### config.mk
export PLATFORM = sky130hd
export DESIGN_NAME = pwm_deadtime_flat
export DESIGN_NICKNAME = d
export VERILOG_FILES = /design/src/rtl/pwm_deadtime_if.sv /design/src/rtl/pwm_deadtime.sv /design/src/flat_wrapper.sv
export SDC_FILE = /design/constraint.sdc
export NUM_CORES = 1
export LEC_CHECK = 0
export CAP_MARGIN = 15
export CORE_MARGIN = 10
export CORE_UTILIZATION = 49
export DETAILED_ROUTE_END_ITERATION = 10
export PLACE_DENSITY_LB_ADDON = 0.2
export SETUP_SLACK_MARGIN = 0.15
export SLEW_MARGIN = 25
export SYNTH_ARGS = -nofsm -noshare
export SYNTH_HDL_FRONTEND = slang
export SYNTH_SLANG_ARGS = --single-unit
### constraint.sdc
create_clock -name clk -period 1.9 [get_ports clk]
set_clock_uncertainty 0.1 [all_clocks]
set_input_delay 0.57 -clock clk [delete_from_list [all_inputs] [get_ports clk]]
set_output_delay 0.57 -clock clk [all_outputs]
set_load 0.02 [all_outputs]
### src/rtl/pwm_deadtime_if.sv
// Gate-drive stage bus: PWM/control inputs toward the stage, drive and status back.
interface pwm_deadtime_if #(
    parameter int unsigned DT_W = 8
);
    logic            pwm_in;
    logic            out_en;
    logic [DT_W-1:0] deadtime;
    logic            fault_n;
    logic            fault_clr;
    logic            hs_out;
    logic            ls_out;
    logic            fault;
    logic            dt_active;

    modport master (
        output pwm_in, out_en, deadtime, fault_n, fault_clr,
        input  hs_out, ls_out, fault, dt_active
    );

    modport slave (
        input  pwm_in, out_en, deadtime, fault_n, fault_clr,
        output hs_out, ls_out, fault, dt_active
    );
endinterface

### src/rtl/pwm_deadtime.sv
// Complementary high/low-side drive from one PWM line, with dead time and a
// synchronised, latched fault shutdown. Drives never assert together.
module pwm_deadtime #(
    parameter int unsigned DT_W = 8
) (
    input  logic           clk,
    input  logic           rst_n,
    pwm_deadtime_if.slave  bus
);
    typedef enum logic [1:0] {
        ST_OFF = 2'd0,
        ST_DT  = 2'd1,
        ST_HS  = 2'd2,
        ST_LS  = 2'd3
    } state_t;

    state_t          state_q, state_d;
    logic [DT_W-1:0] cnt_q, cnt_d;
    logic            sync_q1, sync_fault_n;
    logic            fault_q;
    logic            hs_q, ls_q, dt_q;
    logic            run_c;

    assign run_c = bus.out_en & ~fault_q & sync_fault_n;

    // Next state and dead-time counter; loss of run forces OFF from anywhere.
    always_comb begin
        state_d = state_q;
        cnt_d   = cnt_q;
        if (!run_c) begin
            state_d = ST_OFF;
        end else begin
            unique case (state_q)
                ST_OFF: begin
                    state_d = ST_DT;
                    cnt_d   = bus.deadtime;
                end
                ST_HS: begin
                    if (!bus.pwm_in) begin
                        state_d = ST_DT;
                        cnt_d   = bus.deadtime;
                    end
                end
                ST_LS: begin
                    if (bus.pwm_in) begin
                        state_d = ST_DT;
                        cnt_d   = bus.deadtime;
                    end
                end
                ST_DT: begin
                    if (cnt_q <= DT_W'(1)) begin
                        state_d = bus.pwm_in ? ST_HS : ST_LS;
                    end else begin
                        cnt_d = cnt_q - DT_W'(1);
                    end
                end
                default: state_d = ST_OFF;
            endcase
        end
    end

    // State, counter and outputs decoded from the next state so drives come from flops.
    always_ff @(posedge clk or negedge rst_n) begin
        if (!rst_n) begin
            state_q <= ST_OFF;
            cnt_q   <= '0;
            hs_q    <= 1'b0;
            ls_q    <= 1'b0;
            dt_q    <= 1'b0;
        end else begin
            state_q <= state_d;
            cnt_q   <= cnt_d;
            hs_q    <= (state_d == ST_HS);
            ls_q    <= (state_d == ST_LS);
            dt_q    <= (state_d == ST_DT);
        end
    end

    // Two-flop fault synchroniser and latch; a pending fault beats a clear.
    always_ff @(posedge clk or negedge rst_n) begin
        if (!rst_n) begin
            sync_q1      <= 1'b1;
            sync_fault_n <= 1'b1;
            fault_q      <= 1'b0;
        end else begin
            sync_q1      <= bus.fault_n;
            sync_fault_n <= sync_q1;
            if (!sync_fault_n) begin
                fault_q <= 1'b1;
            end else if (bus.fault_clr) begin
                fault_q <= 1'b0;
            end
        end
    end

    assign bus.hs_out    = hs_q;
    assign bus.ls_out    = ls_q;
    assign bus.fault     = fault_q;
    assign bus.dt_active = dt_q;
endmodule

### src/flat_wrapper.sv
// flat-port wrapper written by rule: the top's interface ports become plain ports
module pwm_deadtime_flat 
#(
    parameter int unsigned DT_W = 8
)
  (clk, rst_n, bus_pwm_in, bus_out_en, bus_deadtime, bus_fault_n, bus_fault_clr, bus_hs_out, bus_ls_out, bus_fault, bus_dt_active);
  pwm_deadtime_if #(.DT_W(DT_W)) bus_i ();
  input  logic clk;
  input  logic rst_n;
  input wire logic [$bits(bus_i.pwm_in)-1:0] bus_pwm_in;
  input wire logic [$bits(bus_i.out_en)-1:0] bus_out_en;
  input wire logic [$bits(bus_i.deadtime)-1:0] bus_deadtime;
  input wire logic [$bits(bus_i.fault_n)-1:0] bus_fault_n;
  input wire logic [$bits(bus_i.fault_clr)-1:0] bus_fault_clr;
  output wire logic [$bits(bus_i.hs_out)-1:0] bus_hs_out;
  output wire logic [$bits(bus_i.ls_out)-1:0] bus_ls_out;
  output wire logic [$bits(bus_i.fault)-1:0] bus_fault;
  output wire logic [$bits(bus_i.dt_active)-1:0] bus_dt_active;
  assign bus_i.pwm_in = bus_pwm_in;
  assign bus_i.out_en = bus_out_en;
  assign bus_i.deadtime = bus_deadtime;
  assign bus_i.fault_n = bus_fault_n;
  assign bus_i.fault_clr = bus_fault_clr;
  assign bus_hs_out = bus_i.hs_out;
  assign bus_ls_out = bus_i.ls_out;
  assign bus_fault = bus_i.fault;
  assign bus_dt_active = bus_i.dt_active;
  pwm_deadtime #(.DT_W(DT_W)) u_core (.clk(clk), .rst_n(rst_n), .bus(bus_i));
endmodule
=== After elaboration in Yosys (flattened, before gate mapping) ===
Index checks and enable logic that the tools add are counted.

* Add/subtract/negate cells: 1
* Multiply operators: 0
* Div/mod/pow operators: 0
* Order comparisons: 1
* Equality and inequality tests: 10
* Shift-type cells: 0
* Mux-type cells: 12
* Bitwise logic cells: 3
* Reduce and logical (&&, ||, !) cells: 2

{| class="wikitable"
|+ Operator list
! kind !! number
|-
| $pmux 8 s4 || 1
|-
| $mux 8 || 3
|-
| $eq 2x2->1 const B || 4
|-
| $le 8x1->1 const B || 1
|-
| $mux 2 || 4
|-
| $ne 2x2->1 const B || 4
|-
| $pmux 2 s4 || 1
|-
| $sub 8x1->8 const B || 1
|-
| $eq 2x1->1 const B || 2
|-
| $reduce_and 4->1 || 1
|-
| $mux 1 || 3
|-
| $and 1x1->1 || 2
|-
| $logic_not 2->1 || 1
|-
| $not 1->1 || 1
|}

* Flip-flop bits (word level): 16
* Bits in latches: 0
* Bits in writable memories: 0
* ROM bits: 0
* Input bits: 14
* Output and inout port bits: 4
* Word-level logic and storage cells: 37
* Memories kept: 0

=== Depth between registers and ports, before layout ===
* Depth in word-level cells: 5
* Gate-level depth with buffers: 6
* Mapped depth without buffers: 6

=== Worst setup path after synthesis ===
No wires, ideal clock.

* Kind: reg-to-reg
* Start: register u_core.cnt_q[0]
* End: register u_core.cnt_q[6]
* Library setup time: 111 ps
* Arrival: 1,495 ps
* Required time: 1,689 ps
* Path slack: 193 ps
* Stages on the path, launching flop included: 7
* Path buffers: 0
* Clock period less this slack: 1,707 ps
* Cells stage by stage: dfrtp_1 inv_1 ha_1 or2b_2 o21ai_2 o211ai_1 a222oi_1

* Longest elaborated chain between the ends: 3
* Elaborated cells on any way between the ends: 6
* Those cells by class: add/sub (1); order compare (1); eq/ne (1); mux (2); reduce/logical (1)

{| class="wikitable"
|+ Ends and longest elaborated chain
! element !! line !! RTL
|-
| start, declared || pwm_deadtime.sv:18 || <nowiki>logic [DT_W-1:0] cnt_q, cnt_d;</nowiki>
|-
| start signal, assigned || pwm_deadtime.sv:72 || <nowiki>cnt_q <= cnt_d;</nowiki>
|-
| $sub 8x1->8 or $le 8x1->1 (tied branches) || pwm_deadtime.sv:54, pwm_deadtime.sv:51 ||
|-
| $mux 8 or $ne 2x2->1 (tied branches) || -- ||
|-
| $pmux 8 s4 or $reduce_and 4->1 (tied branches) || -- ||
|}

Parallel ways exist; a longest one is shown, timed or not. The select of a mux whose other input is x is not followed.
A chain may end at the register's enable or synchronous reset.

=== Final worst setup path ===
* Start: register u_core.cnt_q[0]
* End: register u_core.cnt_q[4]

Same word-level chain as after synthesis.

==> qor.txt <==
Routability Congestion = 0.8849
Max-slew violations = 0
Cell-by-cell listing of the critical path = inv_2 > ha_4 > buf_4 > buf_4 > o2111a_1 > o31ai_1 > o21ai_1
Path class of the lowest-slack min-delay path = reg2reg
Max cap viols = 0
Maximum number of pins on one net before global-route repair = 17
FMAX = 0.5658 GHz
Number of design rule violations left after detail routing = 0
Hold worst-path end = u_core.sync_fault_n$_DFF_PN1_
Cell type with the highest aggregate area in the netlist = sky130_fd_sc_hd__dfrtp_1
Setup slack after placement = -0.3437 ns
Total Routed Length = 2.798 mm
Total I/O pin count = 18
Detailed router's first-iteration violation count = 57
Path type of the worst setup path = reg2reg
Worst hold start = u_core.sync_q1$_DFF_PN1_
Critical register-to-register path endpoint = u_core.cnt_q[4]$_DFFE_PN0P_
Post-route total power = 1.062 mW
Drt pass-1 iters = 4
Non-Filler Instances = 162
Wire length per cell after detailed routing = 17.27 um
Area of the mapped netlist = 902.1 um^2
Maximum level of the CTS H-tree = 1
Die width = 62.91 um
Cells taking the most area after synthesis = sky130_fd_sc_hd__dfrtp_1 (39%), sky130_fd_sc_hd__dfstp_2 (5.8%), sky130_fd_sc_hd__a21oi_1 (3.9%)
Crit path top cell by count = sky130_fd_sc_hd__buf_4
Net count reported at finish = 154
Maximum resistive drop on vdd = 859.5 uV
Worst EP required = 1.99 ns
Headroom to the max-slew limit = 78.18%
Worst reg-to-reg setup slack = 0.13 ns
Final setup margin = 0.1326 ns
Layout-stage area growth over the synthesis result = 58.53%
Clock-pin slew reported for the worst setup and hold paths after clock tree synthesis = 0.11 ns
Clock network latency to the later pin of the worst-skew pair = 0.30 ns
Starting Density = 51.68%
Num Clock Sinks = 16
DPL Wire Length = 1.748 mm
Fin. Hold Viols = 0
Post-synthesis sequential area ratio = 44.66%
ANT nets after route = 0
GR Util All Layers = 13.17%
Max Root-Sink Buffers = 2
Clock root buffer = sky130_fd_sc_hd__clkbuf_4
Antenna cell count = 0
Cells after Synth = 94
Mean number of vias per cell = 5.753
Buffers added on ports = 17
Power per unit of standard cell area = 742.8 nW/um^2
Total via count in the routed design = 932
Area of the multi-input gates = 543.0 um^2
Final setup violation count = 0
Share of final-layout standard cells stronger than drive strength 1 = 40.88%
Die footprint = 3957 um^2
Register area = 405.4 um^2
Largest incremental delay on the critical path = 0.40 ns
Filler Cells Inserted = 94
Number of different library cells in the post-synthesis netlist = 43
Vias in the first global route = 914
Initial antenna violation count = 0
Post-CTS Hold Fix Bufs = 0
Crit end category = flip-flop
Post-synth ARST share = 100.0%
Sum of negative setup slack = 0 ns
Syn Nets = 110
Most frequently used cell type in the post-synthesis netlist = sky130_fd_sc_hd__dfrtp_1
Share of the clock period used by the worst path = 93.02%
CTS tree = yes
Leakage power of the design = 0.6170 nW
Number of core rows = 15
Overflow after GRT = 0
Floorplan die height = 62.91 um
Critical path's top delay family = compound AO/OA/AOI/OAI gates
Synth top cells by count = sky130_fd_sc_hd__dfrtp_1 (14), sky130_fd_sc_hd__inv_1 (8), sky130_fd_sc_hd__a21oi_1 (7)
Critical path peak fanout = 4
Placeable Area = 1745 um^2
Depth of the worst register-to-register path = 7
Minimum clock period = 1.767 ns
Number of placed instances, taps included = 146
WP data arrival = 1.85 ns
Startpoint of the worst register-to-register path = u_core.cnt_q[0]$_DFFE_PN0P_
Post-synthesis register bit count = 16
Slew at the pin closest to its max-slew limit = 0.3273 ns
WP buf/inv = 3
Setup repair after global routing missed its margin = true
Worst hold path cell count = 0
Warnings from Yosys = 0
Number of flops mapped to enable cells by yosys = 0
CP max-delay cell = sky130_fd_sc_hd__dfrtp_1
Average instance area after synthesis = 9.597 um^2
Cts bufs inserted = 3
Crit start category = flip-flop
Commonest register cell after synthesis = sky130_fd_sc_hd__dfrtp_1
Share of the synthesized area in the top cell type = 38.83%
First-pass GRT wire length = 4.250 mm
Outcome = finished clean
layout make-up:
type	count	share of cell area (%)
Multi-Input combinational cell	65	37.97
Clock buffer	4	2.537
Inverter	8	2.100
Tap cell	25	2.187
Timing Repair Buffer	44	26.86
Sequential cell	16	28.35
placed cells by master, fill, tap and decap left out, types with 2 or more instances in the layout:
cell type                         instances
sky130_fd_sc_hd__o21ai_1                  2
sky130_fd_sc_hd__clkdlybuf4s50_1         11
sky130_fd_sc_hd__buf_6                    4
sky130_fd_sc_hd__nor3b_1                  2
sky130_fd_sc_hd__buf_4                   23
sky130_fd_sc_hd__nor2_1                   4
sky130_fd_sc_hd__o31ai_1                  2
sky130_fd_sc_hd__clkbuf_4                 3
sky130_fd_sc_hd__inv_2                    3
sky130_fd_sc_hd__dfstp_2                  2
sky130_fd_sc_hd__o21ai_0                  4
sky130_fd_sc_hd__ha_4                     2
sky130_fd_sc_hd__nand2_1                  6
sky130_fd_sc_hd__dfrtp_2                  2
sky130_fd_sc_hd__a21oi_1                  5
sky130_fd_sc_hd__o2bb2ai_1                2
sky130_fd_sc_hd__o211ai_1                 4
sky130_fd_sc_hd__dlygate4sd2_1            5
sky130_fd_sc_hd__dfrtp_1                 12
sky130_fd_sc_hd__nor4_2                   2
sky130_fd_sc_hd__inv_1                    5
registers in the layout, indices dropped and copies added (netlist names):
name / flops
u_core.bus.dt_active: 1
u_core.bus.fault: 1
u_core.bus.hs_out: 1
u_core.bus.ls_out: 1
u_core.cnt_q: 8
u_core.state_q: 2
u_core.sync_fault_n: 1
u_core.sync_q1: 1
power breakdown:
part / total (mW) / internal [mW] / switching [mW]
logic: 0.378 / 0.210 / 0.168
registers: 0.444 / 0.385 / 0.0585
clock network: 0.241 / 0.117 / 0.124
total: 1.06 / 0.712 / 0.350
per-stage QoR:
stage / hold slack, ns / utilization (%) / area (um^2)
3_3_place_gp: 0.2473 / 67.96 / 1186
2_1_floorplan: 0.1744 / - / 902.1
6_report: 0.2621 / 81.94 / 1430
4_1_cts: 0.2633 / 75.56 / 1319
3_5_place_dp: 0.2491 / 67.96 / 1186
5_1_grt: 0.2667 / 81.94 / 1430
worst max-delay path by stage:
stage,start,to,slack [ns],cells past startpoint
2_1_floorplan,u_core.cnt_q[0]$_DFFE_PN0P_,u_core.cnt_q[6]$_DFFE_PN0P_,0.19,6
3_3_place_gp,bus_pwm_in,u_core.cnt_q[1]$_DFFE_PN0P_,-0.28,6
3_5_place_dp,bus_pwm_in,u_core.cnt_q[0]$_DFFE_PN0P_,-0.34,6
4_1_cts,u_core.cnt_q[2]$_DFFE_PN0P_,u_core.cnt_q[0]$_DFFE_PN0P_,0.08,5
5_1_grt,u_core.cnt_q[0]$_DFFE_PN0P_,u_core.cnt_q[6]$_DFFE_PN0P_,0.06,7
6_report,u_core.cnt_q[0]$_DFFE_PN0P_,u_core.cnt_q[4]$_DFFE_PN0P_,0.13,7
cell families after synthesis:
kind of cell	synth area share, %
AO/OA/AOI/OAI	28.30
AND/OR/NAND/NOR	15.53
flip-flops	44.66
buffers and inverters	6.657
adder cells (fa/ha/maj)	2.773
XOR/XNOR	0.9711
multiplexers	1.110
routing by layer:
layer	track usage [%]	vias to the layer above	wire length, um
met1	15.43	442	1170
li1	-	438	-
met4	6.983	0	74
met2	21.45	43	1356
met5	0	-	0
met3	3.226	9	195
what timing repair did:
action                     CTS  global route
cloned                       1             0
buffers inserted             7             4
pin swaps                    5            10
setup endpoints to repair   13            12
gates resized for setup     16            21
worst reg2reg max path, delay by kind of cell (launching register included):
| family | cells | cell delay, ns |
|---|---|---|
| buffers and inverters | 3 | 0.33 |
| AOI/OAI and AO/OA | 3 | 0.65 |
| adders and majority gates | 1 | 0.17 |
| DFF | 1 | 0.40 |
No activity file was read; power rests on OpenSTA's default activity.
